`src/rtl/core_ex_lsu_queue_if.sv`:
```
// ---------------------------------------------------------------------------
// core_ex_lsu_queue_if
//
// Purpose: bundles every handshake and bus signal of core_ex_lsu_queue.
// The signals fall into three groups:
//   - upstream requests  : valid_in, ready_in, i_lsu_inst_bus, i_mem_addr,
//                          i_write_data
//   - downstream results : valid_out, ready_out, read_data, o_err
//   - bus (BIU) side     : biu_req_valid, biu_req_ready, biu_req_addr,
//                          biu_req_wdata, biu_req_wmask, biu_req_write,
//                          biu_rsp_valid, biu_rsp_rdata
//
// Modports:
//   slave  - the queue itself (core_ex_lsu_queue)
//   master - the surrounding pipeline and bus (or a testbench)
//
// Widths come from `CORE_XLEN and `CORE_LSU_INST_WIDTH. Each has a default
// here, so the file also stands alone.
// ---------------------------------------------------------------------------
`ifndef CORE_XLEN
`define CORE_XLEN 32
`endif
`ifndef CORE_LSU_INST_WIDTH
`define CORE_LSU_INST_WIDTH 5
`endif

interface core_ex_lsu_queue_if;
    logic                            valid_in;
    logic                            ready_in;
    logic [`CORE_LSU_INST_WIDTH-1:0] i_lsu_inst_bus;
    logic [`CORE_XLEN-1:0]           i_mem_addr;
    logic [`CORE_XLEN-1:0]           i_write_data;

    logic                            valid_out;
    logic                            ready_out;
    logic [`CORE_XLEN-1:0]           read_data;
    logic                            o_err;

    logic                            biu_req_valid;
    logic                            biu_req_ready;
    logic [`CORE_XLEN-1:0]           biu_req_addr;
    logic [`CORE_XLEN-1:0]           biu_req_wdata;
    logic [3:0]                      biu_req_wmask;
    logic                            biu_req_write;
    logic                            biu_rsp_valid;
    logic [`CORE_XLEN-1:0]           biu_rsp_rdata;

    modport slave (
        input  valid_in, i_lsu_inst_bus, i_mem_addr, i_write_data,
        output ready_in,
        output valid_out, read_data, o_err,
        input  ready_out,
        output biu_req_valid, biu_req_addr, biu_req_wdata, biu_req_wmask, biu_req_write,
        input  biu_req_ready, biu_rsp_valid, biu_rsp_rdata
    );

    modport master (
        output valid_in, i_lsu_inst_bus, i_mem_addr, i_write_data,
        input  ready_in,
        input  valid_out, read_data, o_err,
        output ready_out,
        input  biu_req_valid, biu_req_addr, biu_req_wdata, biu_req_wmask, biu_req_write,
        output biu_req_ready, biu_rsp_valid, biu_rsp_rdata
    );
endinterface

```
`src/rtl/core_ex_lsu_queue.sv`:
```
// ---------------------------------------------------------------------------
// core_ex_lsu_queue
//
// Purpose: load/store request queue for the execute stage. Incoming accesses
// are buffered in a small FIFO. The head entry is issued to the bus interface
// unit (BIU) one at a time. When the response returns, the result is aligned
// and sign- or zero-extended, then handed downstream. The head entry leaves
// the FIFO only after its result has been accepted.
//
// Ports:
//   clk    - single clock, rising edge
//   rst_n  - asynchronous active-low reset
//   bus    - core_ex_lsu_queue_if.slave (upstream, downstream and BIU signals)
//
// Parameters:
//   DEPTH   - queue entries (power of two, >= 2)
//   TIMEOUT - WAIT cycles counted (timer 0..TIMEOUT) before the access aborts
//
// Instruction bus layout (i_lsu_inst_bus):
//   [0] LOAD   [1] STORE   [3:2] SIZE (00 byte, 01 half, 10 word)   [4] USIGN
//
// Configuration macro: CORE_LSU_MISALIGN_EXCP_EN
//   defined   - a misaligned head bypasses the bus and completes with
//               o_err=1 and read_data=0
//   undefined - the low address bits are forced to the access size and the
//               access is issued; o_err is raised only on a bus timeout
// ---------------------------------------------------------------------------
`ifndef CORE_XLEN
`define CORE_XLEN 32
`endif
`ifndef CORE_LSU_INST_WIDTH
`define CORE_LSU_INST_WIDTH 5
`endif

module core_ex_lsu_queue #(
    parameter int DEPTH   = 2,
    parameter int TIMEOUT = 255
) (
    input  logic                clk,
    input  logic                rst_n,
    core_ex_lsu_queue_if.slave  bus
);

    localparam int XLEN = `CORE_XLEN;
    localparam int IW   = `CORE_LSU_INST_WIDTH;
    localparam int AW   = $clog2(DEPTH);

    localparam int INST_LOAD  = 0;
    localparam int INST_STORE = 1;
    localparam int INST_SIZE  = 2;
    localparam int INST_USIGN = 4;

    localparam logic [15:0] TIMEOUT_W = 16'(TIMEOUT);

    typedef enum logic [1:0] {
        S_IDLE = 2'd0,
        S_REQ  = 2'd1,
        S_WAIT = 2'd2,
        S_DONE = 2'd3
    } state_t;

    // -----------------------------------------------------------------------
    // Request FIFO
    // -----------------------------------------------------------------------
    logic [IW-1:0]   mem_inst  [DEPTH];
    logic [XLEN-1:0] mem_addr  [DEPTH];
    logic [XLEN-1:0] mem_wdata [DEPTH];

    // One extra pointer bit tells full from empty when the indices are equal.
    logic [AW:0] wr_ptr_q;
    logic [AW:0] rd_ptr_q;
    logic        full;
    logic        empty;
    logic        push;
    logic        pop;

    assign empty        = (wr_ptr_q == rd_ptr_q);
    assign full         = (wr_ptr_q[AW] != rd_ptr_q[AW]) &&
                          (wr_ptr_q[AW-1:0] == rd_ptr_q[AW-1:0]);
    assign bus.ready_in = !full;
    // ready_in is taken from the registered full flag, so a pop in the same
    // cycle never opens a slot for a push while the queue is full.
    assign push         = bus.valid_in && !full;

    // NOTE: storage arrays have no reset. The pointers alone define which
    // entries are valid, and an unreset array maps onto plain RAM/flops.
    always_ff @(posedge clk) begin
        if (push) begin
            mem_inst[wr_ptr_q[AW-1:0]]  <= bus.i_lsu_inst_bus;
            mem_addr[wr_ptr_q[AW-1:0]]  <= bus.i_mem_addr;
            mem_wdata[wr_ptr_q[AW-1:0]] <= bus.i_write_data;
        end
    end

    // NOTE: sequential state is always written with non-blocking (<=)
    // assignments, so every register samples its pre-edge inputs.
    always_ff @(posedge clk or negedge rst_n) begin
        if (!rst_n) begin
            wr_ptr_q <= '0;
            rd_ptr_q <= '0;
        end else begin
            if (push) wr_ptr_q <= wr_ptr_q + {{AW{1'b0}}, 1'b1};
            if (pop)  rd_ptr_q <= rd_ptr_q + {{AW{1'b0}}, 1'b1};
        end
    end

    // -----------------------------------------------------------------------
    // Head entry decode
    // -----------------------------------------------------------------------
    logic [IW-1:0]   head_inst;
    logic [XLEN-1:0] head_addr;
    logic [XLEN-1:0] head_wdata;
    logic            head_load;
    logic            head_store;
    logic            head_access;
    logic [1:0]      head_size;
    logic            head_usign;
    logic [1:0]      lane;
    logic [3:0]      mask_base;

    assign head_inst   = mem_inst[rd_ptr_q[AW-1:0]];
    assign head_addr   = mem_addr[rd_ptr_q[AW-1:0]];
    assign head_wdata  = mem_wdata[rd_ptr_q[AW-1:0]];
    assign head_load   = head_inst[INST_LOAD];
    assign head_store  = head_inst[INST_STORE] && !head_inst[INST_LOAD];
    assign head_access = head_inst[INST_LOAD] || head_inst[INST_STORE];
    assign head_size   = head_inst[INST_SIZE+1:INST_SIZE];
    assign head_usign  = head_inst[INST_USIGN];

`ifdef CORE_LSU_MISALIGN_EXCP_EN
    // SIZE 11 is treated as a word everywhere in this block.
    logic head_misalign;
    assign head_misalign = head_access &&
                           (((head_size == 2'b01) && head_addr[0]) ||
                            (head_size[1] && (head_addr[1:0] != 2'b00)));
`endif

    // The effective byte lane drops the address bits below the access size.
    // An aligned access is unaffected. A misaligned access reaches this path
    // only when misalign exceptions are disabled.
    always_comb begin
        lane = head_addr[1:0];
        if (head_size[1]) begin
            lane = 2'b00;
        end else if (head_size == 2'b01) begin
            lane[0] = 1'b0;
        end
    end

    always_comb begin
        case (head_size)
            2'b00:   mask_base = 4'b0001;
            2'b01:   mask_base = 4'b0011;
            default: mask_base = 4'b1111;
        endcase
    end

    // All request fields come from the head entry. That entry cannot change
    // until its result pops, so the fields hold steady for the whole REQ state.
    assign bus.biu_req_addr  = {head_addr[XLEN-1:2], 2'b00};
    assign bus.biu_req_wdata = head_wdata << {lane, 3'b000};
    assign bus.biu_req_wmask = mask_base << lane;
    assign bus.biu_req_write = head_store;

    // -----------------------------------------------------------------------
    // Load data extraction from the raw bus word
    // -----------------------------------------------------------------------
    logic [7:0]      rsp_byte;
    logic [15:0]     rsp_half;
    logic [XLEN-1:0] load_data;

    always_comb begin
        case (lane)
            2'd0:    rsp_byte = bus.biu_rsp_rdata[7:0];
            2'd1:    rsp_byte = bus.biu_rsp_rdata[15:8];
            2'd2:    rsp_byte = bus.biu_rsp_rdata[23:16];
            default: rsp_byte = bus.biu_rsp_rdata[31:24];
        endcase
    end

    assign rsp_half = lane[1] ? bus.biu_rsp_rdata[31:16] : bus.biu_rsp_rdata[15:0];

    always_comb begin
        case (head_size)
            2'b00:   load_data = head_usign ? {{(XLEN-8){1'b0}}, rsp_byte}
                                            : {{(XLEN-8){rsp_byte[7]}}, rsp_byte};
            2'b01:   load_data = head_usign ? {{(XLEN-16){1'b0}}, rsp_half}
                                            : {{(XLEN-16){rsp_half[15]}}, rsp_half};
            default: load_data = bus.biu_rsp_rdata;
        endcase
    end

    // -----------------------------------------------------------------------
    // Access FSM
    // -----------------------------------------------------------------------
    state_t          state_q;
    state_t          state_d;
    logic [15:0]     timer_q;
    logic [15:0]     timer_d;
    logic            res_we;
    logic [XLEN-1:0] res_data_d;
    logic            res_err_d;
    logic [XLEN-1:0] read_data_q;
    logic            err_q;

    // NOTE: every signal driven here is given a default first. A path that
    // leaves one unassigned would infer a latch.
    always_comb begin
        state_d    = state_q;
        timer_d    = timer_q;
        res_we     = 1'b0;
        res_data_d = '0;
        res_err_d  = 1'b0;
        pop        = 1'b0;

        case (state_q)
            S_IDLE: begin
                if (!empty) begin
`ifdef CORE_LSU_MISALIGN_EXCP_EN
                    if (head_access && !head_misalign) begin
                        state_d = S_REQ;
                    end else begin
                        // Non-accesses and misaligned accesses complete
                        // without touching the bus.
                        state_d   = S_DONE;
                        res_we    = 1'b1;
                        res_err_d = head_misalign;
                    end
`else
                    if (head_access) begin
                        state_d = S_REQ;
                    end else begin
                        state_d = S_DONE;
                        res_we  = 1'b1;
                    end
`endif
                end
            end

            S_REQ: begin
                if (bus.biu_req_ready) begin
                    state_d = S_WAIT;
                    timer_d = '0;
                end
            end

            S_WAIT: begin
                // A response takes priority over a timeout in the same cycle.
                if (bus.biu_rsp_valid) begin
                    state_d    = S_DONE;
                    res_we     = 1'b1;
                    res_data_d = head_load ? load_data : '0;
                end else if (timer_q == TIMEOUT_W) begin
                    state_d   = S_DONE;
                    res_we    = 1'b1;
                    res_err_d = 1'b1;
                end else begin
                    timer_d = timer_q + 16'd1;
                end
            end

            S_DONE: begin
                if (bus.ready_out) begin
                    pop     = 1'b1;
                    state_d = S_IDLE;
                end
            end

            default: state_d = S_IDLE;
        endcase
    end

    always_ff @(posedge clk or negedge rst_n) begin
        if (!rst_n) begin
            state_q     <= S_IDLE;
            timer_q     <= '0;
            read_data_q <= '0;
            err_q       <= 1'b0;
        end else begin
            state_q <= state_d;
            timer_q <= timer_d;
            // The result registers load only when DONE is entered, so they
            // hold steady while the downstream side stalls.
            if (res_we) begin
                read_data_q <= res_data_d;
                err_q       <= res_err_d;
            end
        end
    end

    assign bus.biu_req_valid = (state_q == S_REQ);
    assign bus.valid_out     = (state_q == S_DONE);
    assign bus.read_data     = read_data_q;
    assign bus.o_err         = err_q;

endmodule

```
`src/flat_wrapper.sv`:
```
// flat-port wrapper written by rule: the top's interface ports become plain ports
module core_ex_lsu_queue_flat 
#(
    parameter int DEPTH   = 2,
    parameter int TIMEOUT = 255
)
  (clk, rst_n, bus_valid_in, bus_i_lsu_inst_bus, bus_i_mem_addr, bus_i_write_data, bus_ready_in, bus_valid_out, bus_read_data, bus_o_err, bus_ready_out, bus_biu_req_valid, bus_biu_req_addr, bus_biu_req_wdata, bus_biu_req_wmask, bus_biu_req_write, bus_biu_req_ready, bus_biu_rsp_valid, bus_biu_rsp_rdata);
  core_ex_lsu_queue_if bus_i ();
  input  logic clk;
  input  logic rst_n;
  input wire logic [$bits(bus_i.valid_in)-1:0] bus_valid_in;
  input wire logic [$bits(bus_i.i_lsu_inst_bus)-1:0] bus_i_lsu_inst_bus;
  input wire logic [$bits(bus_i.i_mem_addr)-1:0] bus_i_mem_addr;
  input wire logic [$bits(bus_i.i_write_data)-1:0] bus_i_write_data;
  output wire logic [$bits(bus_i.ready_in)-1:0] bus_ready_in;
  output wire logic [$bits(bus_i.valid_out)-1:0] bus_valid_out;
  output wire logic [$bits(bus_i.read_data)-1:0] bus_read_data;
  output wire logic [$bits(bus_i.o_err)-1:0] bus_o_err;
  input wire logic [$bits(bus_i.ready_out)-1:0] bus_ready_out;
  output wire logic [$bits(bus_i.biu_req_valid)-1:0] bus_biu_req_valid;
  output wire logic [$bits(bus_i.biu_req_addr)-1:0] bus_biu_req_addr;
  output wire logic [$bits(bus_i.biu_req_wdata)-1:0] bus_biu_req_wdata;
  output wire logic [$bits(bus_i.biu_req_wmask)-1:0] bus_biu_req_wmask;
  output wire logic [$bits(bus_i.biu_req_write)-1:0] bus_biu_req_write;
  input wire logic [$bits(bus_i.biu_req_ready)-1:0] bus_biu_req_ready;
  input wire logic [$bits(bus_i.biu_rsp_valid)-1:0] bus_biu_rsp_valid;
  input wire logic [$bits(bus_i.biu_rsp_rdata)-1:0] bus_biu_rsp_rdata;
  assign bus_i.valid_in = bus_valid_in;
  assign bus_i.i_lsu_inst_bus = bus_i_lsu_inst_bus;
  assign bus_i.i_mem_addr = bus_i_mem_addr;
  assign bus_i.i_write_data = bus_i_write_data;
  assign bus_ready_in = bus_i.ready_in;
  assign bus_valid_out = bus_i.valid_out;
  assign bus_read_data = bus_i.read_data;
  assign bus_o_err = bus_i.o_err;
  assign bus_i.ready_out = bus_ready_out;
  assign bus_biu_req_valid = bus_i.biu_req_valid;
  assign bus_biu_req_addr = bus_i.biu_req_addr;
  assign bus_biu_req_wdata = bus_i.biu_req_wdata;
  assign bus_biu_req_wmask = bus_i.biu_req_wmask;
  assign bus_biu_req_write = bus_i.biu_req_write;
  assign bus_i.biu_req_ready = bus_biu_req_ready;
  assign bus_i.biu_rsp_valid = bus_biu_rsp_valid;
  assign bus_i.biu_rsp_rdata = bus_biu_rsp_rdata;
  core_ex_lsu_queue #(.DEPTH(DEPTH), .TIMEOUT(TIMEOUT)) u_core (.clk(clk), .rst_n(rst_n), .bus(bus_i));
endmodule
```
`config.mk`:
```
export PLATFORM = sky130hd
export DESIGN_NAME = core_ex_lsu_queue_flat
export DESIGN_NICKNAME = d
export VERILOG_FILES = /design/src/rtl/core_ex_lsu_queue_if.sv /design/src/rtl/core_ex_lsu_queue.sv /design/src/flat_wrapper.sv
export SDC_FILE = /design/constraint.sdc
export NUM_CORES = 1
export LEC_CHECK = 0
export CORE_MARGIN = 4
export CORE_UTILIZATION = 35
export CTS_CLUSTER_SIZE = 28
export DETAILED_ROUTE_END_ITERATION = 7
export SETUP_SLACK_MARGIN = 0.02
export SYNTH_ARGS = -nofsm -noshare
export SYNTH_HDL_FRONTEND = slang
export SYNTH_SLANG_ARGS = --single-unit
```
`constraint.sdc`:
```
create_clock -name clk -period 7.66 [get_ports clk]
set_input_delay 1.532 -clock clk [delete_from_list [all_inputs] [get_ports clk]]
set_output_delay 1.532 -clock clk [all_outputs]
set_load 0.02 [all_outputs]
```
* After elaboration in Yosys (flattened, before gate mapping)
Memories as Yosys holds them, arrays and structs flattened.
Index checks and enable logic that the tools add are counted.
** Word-level totals
- Register bits after elaboration :: 55
- Bits in writable memories :: 138
- Bits of input ports :: 107
- Output and inout port bits :: 105
- Memories :: 3
** Operators by class
- $add $sub $neg :: 3
- Equality and inequality tests :: 16
- Shift-type cells :: 2
- Muxes and demuxes :: 34
- Reduce and logical (&&, ||, !) cells :: 12
** Memories
- u_core.mem_addr :: words 2, width 32, read ports 1, clocked after memory_dff 0, write ports 1, line core_ex_lsu_queue.sv:66 : logic [XLEN-1:0] mem_addr [DEPTH];
- u_core.mem_wdata :: words 2, width 32, read ports 1, clocked after memory_dff 0, write ports 1, line core_ex_lsu_queue.sv:67 : logic [XLEN-1:0] mem_wdata [DEPTH];
- u_core.mem_inst :: words 2, width 5, read ports 1, clocked after memory_dff 0, write ports 1, line core_ex_lsu_queue.sv:65 : logic [IW-1:0] mem_inst [DEPTH];
** Operators by type and width (number)
- $mux 32 :: 5
- $mux 16 :: 4
- $pmux 32 s2 :: 1
- $pmux 16 s2 :: 1
- $shl 32x5->32 :: 1
- $pmux 8 s3 :: 1
- $add 16x1->16 const B :: 1
- $eq 16x8->1 const B :: 1
- $mux 1 :: 13
- $mux 2 :: 6
- $pmux 2 s4 :: 1
- $pmux 4 s2 :: 1
- $reduce_and 4->1 :: 2
- $eq 2x1->1 const B :: 3
- $eq 2x2->1 const B :: 3
- $logic_not 2->1 :: 3
- $ne 2x2->1 const B :: 3
- $add 2x1->2 const B :: 2
- $ne 2x1->1 const B :: 2
- $shl 4x2->4 :: 1
- $logic_and 1x1->1 :: 3
- $ne 3x2->1 const B :: 1
- $eq 2x2->1 :: 1
- $logic_not 1->1 :: 2
- other kinds (5) :: 5

* Longest topological paths before layout
An unclocked memory read counts as a cell.
- Word-level depth :: 11
- Gate-level depth with buffers :: 9
- Gate-level depth less buffers :: 7

* Least setup slack after synthesis
Ideal clock, no wire load.
- Path kind :: in2reg
- From :: input port bus_valid_in
- To :: memory u_core.mem_addr[0][0] in the netlist's numbering, enable pin
- Library setup time :: 0.496 ns
- Arrival :: 4.494 ns
- Required time :: 7.164 ns
- Path slack :: 2.670 ns
- Stages on the path :: 2
- Path through :: nand2_1 nor2_1
** On the way
- Word-level cells in the longest chain between the ends :: 3
** Ends and longest elaborated chain
- start: declaration :: line flat_wrapper.sv:11 : input wire logic [$bits(bus_i.valid_in)-1:0] bus_valid_in;
- $logic_and 1x1->1 :: line core_ex_lsu_queue.sv:83 : assign push = bus.valid_in && !full;
- $mux 1 :: line core_ex_lsu_queue.sv:88 : if (push) begin
- $mux 1 (implied by the code) :: line core_ex_lsu_queue.sv:90 : mem_addr[wr_ptr_q[AW-1:0]] <= bus.i_mem_addr;
- end: declaration :: line core_ex_lsu_queue.sv:66
Every way passes these cells.

* Worst setup path after layout
- From :: register u_core.rd_ptr_q[0]
- To :: output port bus_biu_req_wdata[27]
** On the way
- Word-level cells in the longest chain between the ends :: 5
** Ends and longest elaborated chain
- start: declaration :: line core_ex_lsu_queue.sv:71 : logic [AW:0] rd_ptr_q;
- start signal: assignment :: line core_ex_lsu_queue.sv:103 : if (pop) rd_ptr_q <= rd_ptr_q + {{AW{1'b0}}, 1'b1};
- $mem_v2 2x5
- $eq 2x1->1 :: line core_ex_lsu_queue.sv:145 : end else if (head_size == 2'b01) begin
- $mux 1 :: line core_ex_lsu_queue.sv:145
- $mux 1 :: line core_ex_lsu_queue.sv:143 : if (head_size[1]) begin
- $shl 32x5->32 * :: line core_ex_lsu_queue.sv:161 : assign bus.biu_req_wdata = head_wdata << {lane, 3'b000};
- end: declaration :: line flat_wrapper.sv:22 : output wire logic [$bits(bus_i.biu_req_wdata)-1:0] bus_biu_req_wdata;
Mark *: on every way between the ends. The rest lies on a longest branch, timed or not.

==> impl_results.md <==
- Most frequent cells in the layout: clkdlybuf4s50_1 (208), edfxtp_1 (138), nand2_1 (85), dfrtp_1 (54), mux2_2 (52)
- Pre-Repair DR Iteration Count: 5
- I/O Buffers: around 210
- GR Layer Usage met1: 23.0%
- Worst Tran Pin Value: 1.03 ns
- CTS max path bufs: 2
- Vias per inst: just over 5
- CTS Sinks: 193
- Worst-skew pair later-pin latency: roughly 0.44 ns
- CP bufs+invs: 1
- Worst endpoint required time: 6.13 ns
- Slowest CP cell: dfrtp_4
- Max rail drop VDD: between 0.15 and 0.2 mV
- Critical path arrival: ~3.9 ns
- Sequential power share: around 34%
- WL per Instance: 20.5 um
- Most common cell after layout, fill and taps aside: clkdlybuf4s50_1
- Vias in the first global route: between 6000 and 7000
- Switch Pwr: a little under 2 mW
- Crit Path Max Fanout: 56
- CTS tree: yes
- Hold WC Path Type: reg -> reg
- Initial Util: a little over a third
- Grt ovf: 0
- Tcrit/Tclk final: between 70% and 80%
- Crit Path Class: reg -> out
- Gate power share: 48.5%
- Final setup violation count: 0
- Final Routed Wirelength: roughly 25000 um
- Max cap viols: 0
- WHS: ~0.48 ns
- Crit-path cells: nor4b_1 -> a31oi_2 -> mux2_2 -> o21ai_0 -> a22oi_1 -> clkdlybuf4s50_1
- PostCTS Resize Cnt: 0
- RSZ-0062 raised after global routing: false
- Synth warn: 0
- Sw Ratio: 40.1%
- Max Clock Skew: 0.0145 ns
- Pwr per Cell Area: around 420 mW/mm2
- Largest net degree at the start of global routing: 71
- Row cnt: between 50 and 60
- CTS buffer count: 17
- Clk pwr share: roughly 18%
- Area Growth Syn to Fin: 34.2%
- Residual DRC: 0
- Fraction of layout cells with a size suffix above 1: between 10% and 20%
- Nets: ~1000
- First-pass GRT wire length: 38300 um
- ANT cells: 0
- Internal power: ~3 mW
- Startpoint Class: flop
- Grt met2 use: about 28%
- Gate Count Post-Synth: about 680
- Core ar.: 0.0245 mm2
- EDFF count, synth: between 100 and 150
- Ports: about 210
- Fin. Hold Viols: 0
- Clk slew on worst S/H paths: ~0.070 ns
- Detailed Route Iter0 Violations: slightly below 600
- Slew Limit Fails: 0
- Slowest Stage Delay on Critical Path: between 0.9 and 1 ns
- Slew headroom: 31.5%
- Post-synth cell types: between 50 and 60
- Worst Setup End Kind: output pin
- #FFs+latches synth: 193
- HPWL after detailed placement: 17200 um
- Antenna viol nets, final: 0
- GR Util met3: under 10%
- Post-CTS setup buffer count: 0
- CTS root buf: clkbuf_16
- Syn_area_per_cell: 13.0 um2
- Outcome: finished clean
- Die Width: around 170 um
- Max Clk Rate: ~0.19 GHz
- Register area share after synthesis: ~63%
- Synth async-reset ratio: approximately 28%
- Leak: ~4.5 nW
- Die extent in y: roughly 170 um
- H-tree levels: 4
- Setup TNS Final: 0 ns
- Final min period: 5.39 ns
- Global placer's final weighted congestion: a little over 0.8
- Ys flop type: edfxtp_1
- Cts hold-fix bufs: 0
- Syn Std Cell Area: roughly 0.009 mm2
- Initial antenna violation count: 2
- Die area: 0.0277 mm2
- Top Usage Layer GRT: met2
- Crit path max-delay family: compound AO/OA/AOI/OAI gates
- Total GRT Usage: about 18%
- Total number of vias: between 6000 and 7000
==> cell type report <==
cell class	instances	area (um2)
clock buffer	17	425
clock inverter	14	158
fill	2254	12700
inverter	10	37.5
multi-input combinational	434	3070
sequential	193	5520
tap	324	405
timing repair buffer	220	2170
==> power by group through the flow <==
| stage | sequential, mW | combinational (mW) | clock [mW] |
|---|---|---|---|
| after floorplan | 1.70 | 1.35 | 0 |
| after global placement | 1.68 | 2.43 | 0 |
| after detailed placement | 1.69 | 2.42 | 0 |
| after CTS | 1.67 | 2.44 | 0.906 |
| after global routing | 1.70 | 2.59 | 0.953 |
| final | 1.66 | 2.40 | 0.882 |
==> logic make-up after synthesis <==
kind of cell             synth area share [%]
AO/OA/AOI/OAI                            7.85
XOR/XNOR                                 1.89
adder cells (fa/ha/maj)                 0.712
buffers and inverters                    2.71
flip-flops                               62.8
multiplexers                             11.8
other                                  0.0427
AND/OR/NAND/NOR                          12.1
==> flip-flops by register name (all words and copies together) (netlist names) <==
register              flops
u_core.bus.o_err          1
u_core.timer_q           16
u_core.mem_wdata         64
u_core.mem_inst          10
u_core.state_q            2
u_core.rd_ptr_q           2
u_core.bus.read_data     32
u_core.mem_addr          64
u_core.wr_ptr_q           2
==> synthesized netlist by cell type (all sizes together), types with 2 or more instances <==
cell type  number  area [um2]
ha              5        62.6
o41ai           3        33.8
clkbuf         13        48.8
o32ai           4        42.6
a21o            7        52.6
nor4b           3        26.3
a31oi           2        12.5
nand3          44         220
a221oi          2        17.5
edfxtp        138        4140
or2             2        12.5
nand4           2        12.5
mux2i          45         454
o21ai          18        93.8
buf            28         151
inv            10        37.5
nor2           31         116
a32oi           4        35.0
o311ai          6        52.6
and3           16         100
mux2           52         586
xnor2          17         149
or4             2        18.8
xor2            2        17.5
a32o            5        50.1
and4            2        17.5
nand2b         10        62.6
o22a            4        35.0
a22o            5        43.8
nor2b           6        37.5
a22oi          16         120
o22ai           8        50.1
dfrtp          55        1380
o211ai          3        22.5
nor4            9        71.3
nor3            7        35.0
nand2          85         319
==> metal layers <==
metal	vias up	share of wire, %
met4	4	0.87
met3	20	9.0
met2	231	47
li1	2939	-
met5	-	0.11
met1	3064	43
==> metrics by stage <==
step	utilization [%]	setup slack, ns	total power [mW]	cells	area (um2)
floorplan	-	2.67	3.05	678	8790
CTS	48.1	2.21	5.01	1212	11800
global placement	45.7	2.67	4.11	1181	11200
detailed placement	45.7	2.69	4.11	1181	11200
finish	48.1	2.27	4.95	1212	11800
global route	48.1	2.12	5.25	1212	11800
==> tightest hold or removal path: cells and delay by family, from the launching register on <==
| family | cells | cell delay, ns |
|---|---|---|
| AO/OA/AOI/OAI | 1 | 0.05 |
| flip-flops | 1 | 0.34 |
| AND/OR/NAND/NOR | 1 | 0.06 |
==> path summary, 6_finish.rpt <==
| path | end | startpoint | slack (ns) | cells after the start |
|---|---|---|---|---|
| min | u_core.bus.read_data[4]$_DFFE_PN0P_ | u_core.bus.read_data[4]$_DFFE_PN0P_ | 0.48 | 2 |
| min reg2reg | u_core.bus.read_data[4]$_DFFE_PN0P_ | u_core.bus.read_data[4]$_DFFE_PN0P_ | 0.48 | 2 |
| max in group asynchronous | u_core.rd_ptr_q[0]$_DFFE_PN0P_ | rst_n | 5.86 | 2 |
| max | bus_biu_req_wdata[27] | u_core.rd_ptr_q[0]$_DFFE_PN0P_ | 2.27 | 6 |
| max reg2reg | u_core.mem_wdata[0][16]$_DFFE_PP_ | u_core.rd_ptr_q[0]$_DFFE_PN0P_ | 3.98 | 6 |
| min in group asynchronous | u_core.timer_q[1]$_DFFE_PN0P_ | rst_n | 1.24 | 2 |
(Power assumes the default switching activity.)
